## src/rtl/ca_period_detector.sv

```systemverilog
// Observer for the cellular automaton: keeps a short history of sampled generations,
// counts them, and reports extinction or the length of a detected repeating cycle.
`timescale 1ns/1ps
module ca_period_detector #(
    parameter int N     = 16,
    parameter int DEPTH = 8
) (
    input  logic         clk,
    input  logic         reset,
    input  logic         step,
    input  logic [N-1:0] lifeState,
    input  logic         clear,
    output logic [15:0]  genCount,
    output logic         periodFound,
    output logic [7:0]   period,
    output logic         dead,
    output logic [1:0]   state
);

    // step is a single-cycle strobe with no backpressure: lifeState is taken on every
    // rising edge where step=1 and clear=0; clear discards a coincident step.

    typedef enum logic [1:0] {
        ST_EMPTY    = 2'd0,
        ST_TRACKING = 2'd1,
        ST_LOCKED   = 2'd2,
        ST_DEAD     = 2'd3
    } state_e;

    state_e           state_q, state_d;
    logic [N-1:0]     hist_q [DEPTH];
    logic [N-1:0]     hist_d [DEPTH];
    logic [DEPTH-1:0] hist_vld_q, hist_vld_d;
    logic [15:0]      gen_count_q, gen_count_d;
    logic             period_found_q, period_found_d;
    logic [7:0]       period_q, period_d;
    logic             dead_q, dead_d;

    logic             step_acc;
    logic             is_zero;
    logic             match_hit;
    logic [7:0]       match_idx;

    assign step_acc = step & ~clear;
    assign is_zero  = (lifeState == '0);

    // Walk from oldest to newest so the smallest matching index is the one kept.
    always_comb begin
        match_hit = 1'b0;
        match_idx = '0;
        for (int i = DEPTH - 1; i >= 0; i--) begin
            if (hist_vld_q[i] && (hist_q[i] == lifeState)) begin
                match_hit = 1'b1;
                match_idx = 8'(i);
            end
        end
    end

    always_comb begin
        hist_d     = hist_q;
        hist_vld_d = hist_vld_q;
        if (clear) begin
            hist_vld_d = '0;
        end else if (step) begin
            for (int i = DEPTH - 1; i >= 1; i--) begin
                hist_d[i]     = hist_q[i-1];
                hist_vld_d[i] = hist_vld_q[i-1];
            end
            hist_d[0]     = lifeState;
            hist_vld_d[0] = 1'b1;
        end
    end

    // History data needs no reset: only the valid bits qualify it.
    always_ff @(posedge clk) begin
        hist_q <= hist_d;
    end

    always_ff @(posedge clk or negedge reset) begin
        if (!reset) begin
            hist_vld_q <= '0;
        end else begin
            hist_vld_q <= hist_vld_d;
        end
    end

    // State register
    always_ff @(posedge clk or negedge reset) begin
        if (!reset) begin
            state_q <= ST_EMPTY;
        end else begin
            state_q <= state_d;
        end
    end

    // Next-state logic; extinction outranks a match in the same step.
    always_comb begin
        state_d = state_q;
        if (clear) begin
            state_d = ST_EMPTY;
        end else if (step) begin
            case (state_q)
                ST_EMPTY:    state_d = is_zero ? ST_DEAD : ST_TRACKING;
                ST_TRACKING: begin
                    if (is_zero) begin
                        state_d = ST_DEAD;
                    end else if (match_hit) begin
                        state_d = ST_LOCKED;
                    end
                end
                ST_LOCKED:   if (is_zero) state_d = ST_DEAD;
                ST_DEAD:     state_d = ST_DEAD;
                default:     state_d = ST_EMPTY;
            endcase
        end
    end

    // Output logic
    always_comb begin
        gen_count_d    = gen_count_q;
        period_found_d = period_found_q;
        period_d       = period_q;
        dead_d         = dead_q;
        if (clear) begin
            gen_count_d    = '0;
            period_found_d = 1'b0;
            period_d       = '0;
            dead_d         = 1'b0;
        end else if (step_acc) begin
            if (gen_count_q != 16'hFFFF) begin
                gen_count_d = gen_count_q + 16'd1;
            end
            if (is_zero) begin
                dead_d = 1'b1;
            end else if ((state_q == ST_TRACKING) && match_hit) begin
                period_found_d = 1'b1;
                period_d       = match_idx + 8'd1;
            end
        end
    end

    always_ff @(posedge clk or negedge reset) begin
        if (!reset) begin
            gen_count_q    <= '0;
            period_found_q <= 1'b0;
            period_q       <= '0;
            dead_q         <= 1'b0;
        end else begin
            gen_count_q    <= gen_count_d;
            period_found_q <= period_found_d;
            period_q       <= period_d;
            dead_q         <= dead_d;
        end
    end

    assign genCount    = gen_count_q;
    assign periodFound = period_found_q;
    assign period      = period_q;
    assign dead        = dead_q;
    assign state       = state_q;

endmodule

```

## config.mk

```make
export PLATFORM = sky130hd
export DESIGN_NAME = ca_period_detector
export DESIGN_NICKNAME = d
export VERILOG_FILES = /design/src/rtl/ca_period_detector.sv
export SDC_FILE = /design/constraint.sdc
export NUM_CORES = 1
export LEC_CHECK = 0
export BUFFER_PORTS_ARGS = -buffer_cell sky130_fd_sc_hd__buf_4
export CORE_MARGIN = 3
export CORE_UTILIZATION = 39
export DETAILED_ROUTE_END_ITERATION = 8
export GPL_TIMING_DRIVEN = 0
export PLACE_DENSITY = 0.59
export RECOVER_POWER = 25
export SYNTH_ARGS = -nofsm -noshare
export SYNTH_HDL_FRONTEND = slang
export SYNTH_SLANG_ARGS = --single-unit
```

## constraint.sdc

```tcl
create_clock -name clk -period 3.9 [get_ports clk]
set_input_delay 0.39 -clock clk [delete_from_list [all_inputs] [get_ports clk]]
set_output_delay 0.39 -clock clk [all_outputs]
set_load 0.05 [all_outputs]
```

==> out/qor.csv <==
stage,metric,value,unit
outcome,status,finished clean,
pwr,leakage,0.003200,µW
sta,Final Critical Period,3.087,ns
synthesis,Synth Area in Adders,0.3292,%
synthesis,synth top area cells,"edfxtp_1 (51%), xor2_1 (11%), dfrtp_1 (11%)",
synthesis,ys flop type,edfxtp_1,
setup_path,Crit path top cell by count,or4_1,
synthesis,Synth Area in Simple Gates,15.32,%
synthesis,number of synthesized register bits,160,
min_path,hold path startpoint,lifeState[11],
sta,worst rel slew slack,32.87,%
pwr,Total Power,4022,µW
die,row cnt,50,
setup_path,kind of end point of the critical path,flip-flop,
min_path,hold path endpoint,hist_q[123]$_DFFE_PP_,
setup_path,worst endpoint required time,4.23,ns
setup_path,Reg2Reg Depth,10,
route,Via density,5.163,
global_routing,initial antenna violation count,0,
synthesis,mux contribution to synthesized area,1.185,%
clock_network,clk buf depth,2,
synthesis,Post-synth ARST share,20.00,%
setup_path,Worst path top cell family by delay,simple AND/OR/NAND/NOR gates,
synthesis,most frequent cells after synthesis,"edfxtp_1 (128), xor2_1 (94), xnor2_1 (49)",
die,total core area,18960,µm²
global_routing,number of global-route vias before repair,5002,
synthesis,YS warnings,0,
route,drt first pass iters,6,
synthesis,largest family of logic cells by synthesized area,XOR/XNOR gates,
sta,Tcrit/Tclk final,79.15,%
die,Die Height,145.6,µm
placement,DP Cell Count,887,
final_layout,Inserted Diodes,0,
clock_network,CTS root buf,clkbuf_16,
final_layout,Final #Nets,669,
setup_path,Worst Path Arrival,3.42,ns
route,initial DRC count,298,
synthesis,cell taking the most area after synthesis,edfxtp_1,
clock_network,CTS tree,done,
global_routing,largest net degree at the start of global routing,35,
setup_path,"Cell Chain, Critical Path",xnor2_1 > nand4_1 > or2_2 > or4_1 > nor2b_1 > o21ai_1 > a211oi_1 > ha_1 > or4_1 > o211ai_1,
synthesis,Yosys top cell area share,50.56,%
clock_network,clock transition at the registers of the reported paths,0.07,ns
route,Avg WL per Cell,17.95,µm
sta,final hold viol count,0,
setup_path,CP Class,flip-flop to flip-flop,
route,ANT nets after route,0,
sta,fmax,0.3240,GHz
setup_path,startpoint types,flip-flop,
placement,dpl hpwl,12620,µm
route,via count,4750,
synthesis,XOR/XNOR Fraction of Synth Area,16.69,%
die,die area,21200,µm²
route,DRC viols,0,
die,Initial Util,40.11,%
synthesis,syn avg cell area,13.13,µm²
sta,setup TNS,0,ns
setup_path,worst r2r src,hist_q[41]$_DFFE_PP_,
setup_path,"Slowest-stage cell, CP",or4_1,
final_layout,Layout Cells excl Fill,920,
synthesis,Post-Syn Instances,579,
sta,Final Skew,0.007901,ns
synthesis,Compound-Gate Fraction of Synth Area,2.617,%
clock_network,worst skew pair latency,0.42,ns
global_routing,GR Overflow Total,0,
synthesis,Netlist cell types,52,
placement,Buffers on Ports,42,
global_routing,Tot GR Track Use,16.03,%
synthesis,"EDFF count, synth",128,
synthesis,cell area after synthesis,7602,µm²
clock_network,clk sink count,160,
placement,routability congestion estimate,0.9281,
setup_path,worst-path fanout max,2,
final_layout,Post-Route Utilization,47.19,%
setup_path,CP bufs+invs,0,
setup_path,max incr delay on CP,0.53,ns
flow_run,max-cap viol count,0,
final_layout,area grow syn2layout,17.66,%
route,total wire length,16510,µm
die,Die W,145.6,µm
setup_path,WP depth,10,
setup_path,r2r setup slk,0.81,ns
clock_network,Num CTS Buffers,17,
min_path,Hold Path Depth,1,
sta,worst-margin pin slew,1.005,ns
sta,setup violators final,0,
synthesis,post-synthesis sequential area ratio,61.09,%
die,IO Count,48,
placement,Post-DP Area,8322,µm²
final_layout,ratio of cells with drive above 1 in the final layout,15.61,%
synthesis,most instantiated library cell after synthesis,edfxtp_1,
pwr,VDD IR max,0.0002636,V
min_path,worst hold path type,primary input to flip-flop,
clock_network,H-tree levels,4,
final_layout,final instance area,8945,µm²
sta,RSZ-0062 raised after global routing,no,
sta,fin. max-slew vios,0,
setup_path,FF-to-FF End,period[2]$_DFFE_PN0P_,
pwr,PD cells,449.6,nW/µm²
global_routing,first-pass GRT wire length,26240,µm
[power by group]
| group | internal (µW) | total, µW | switching (µW) |
|---|---|---|---|
| clock network | 1080 | 1750 | 671 |
| registers | 1910 | 1950 | 36.4 |
| logic | 116 | 323 | 207 |
[worst register-to-register path, cell delays in order, from the launching register on]
cell and delay (ns):
edfxtp_1 0.41, xnor2_1 0.32, nand4_1 0.12, or2_2 0.31, or4_1 0.53, nor2b_1 0.15, o21ai_1 0.14, a211oi_1 0.14
ha_1 0.26, or4_1 0.52, o211ai_1 0.10
[worst max path at each step]
stage / from / end / slack, ns
after floorplan: step / hist_q[0]$_DFFE_PP_ / 0.44
after global placement: step / hist_q[127]$_DFFE_PP_ / -0.48
after detailed placement: lifeState[8] / period[2]$_DFFE_PN0P_ / 0.53
after CTS: hist_q[41]$_DFFE_PP_ / period[2]$_DFFE_PN0P_ / 0.81
after global routing: hist_q[41]$_DFFE_PP_ / period[2]$_DFFE_PN0P_ / 0.63
final: hist_q[41]$_DFFE_PP_ / period[2]$_DFFE_PN0P_ / 0.81
[layer usage]
layer  wire length (µm)  global-route usage [%]
met5                  0                       0
met4                494                   7.407
met3                660                   3.644
met2               8206                   26.90
met1               7152                   19.79
[cell families (layout without fill, tap and decap cells)]
logic type / Yosys count / after routing
buffers and inverters: 32 / 110
DFF: 160 / 160
muxes: 9 / 9
xor gates and xnor gates: 144 / 144
and+or+nand+nor: 204 / 204
other: 1 / 4
AOI/OAI and AO/OA: 27 / 27
adders and majority gates: 2 / 2
[cell usage in the layout, fill, tap and decap left out, drive strengths merged, types with 10 or more instances in the layout]
| master | instances |
|---|---|
| dfrtp | 32 |
| xor2 | 94 |
| xnor2 | 50 |
| nand2 | 27 |
| inv | 10 |
| buf | 49 |
| nor4 | 35 |
| clkbuf | 42 |
| nand4 | 23 |
| nand3 | 14 |
| nor2 | 42 |
| edfxtp | 128 |
[sequential cells by signal, summed over array words and instances, names as in the netlist]
signal / count
dead: 1
genCount: 16
hist_q: 128
hist_vld_q: 8
period: 4
periodFound: 1
state: 2
[per-stage QoR]
stage	hold WS (ns)	setup WS, ns
after detailed placement	0.3597	0.5275
final	0.1769	0.8133
after global routing	0.1561	0.6321
after CTS	0.1336	0.8074
after global placement	0.3424	-0.4828
after floorplan	0.09441	0.4445
[what timing repair did]
item,4_1_cts,5_1_grt
resized for setup,0,0
setup buffers,0,0
hold endpoints to repair,32,0
hold buffers,1,0
[layout make-up]
class / instances / area, µm²
buffer: 25 / 180.2
clock buffer: 21 / 480.5
clock inverter: 11 / 151.4
fill: 1658 / 10010
inverter: 7 / 26.28
multi-input combinational: 390 / 2770
sequential: 160 / 4644
tap: 260 / 325.3
timing repair buffer: 46 / 366.6
No activity file was read; power rests on OpenSTA's default activity.
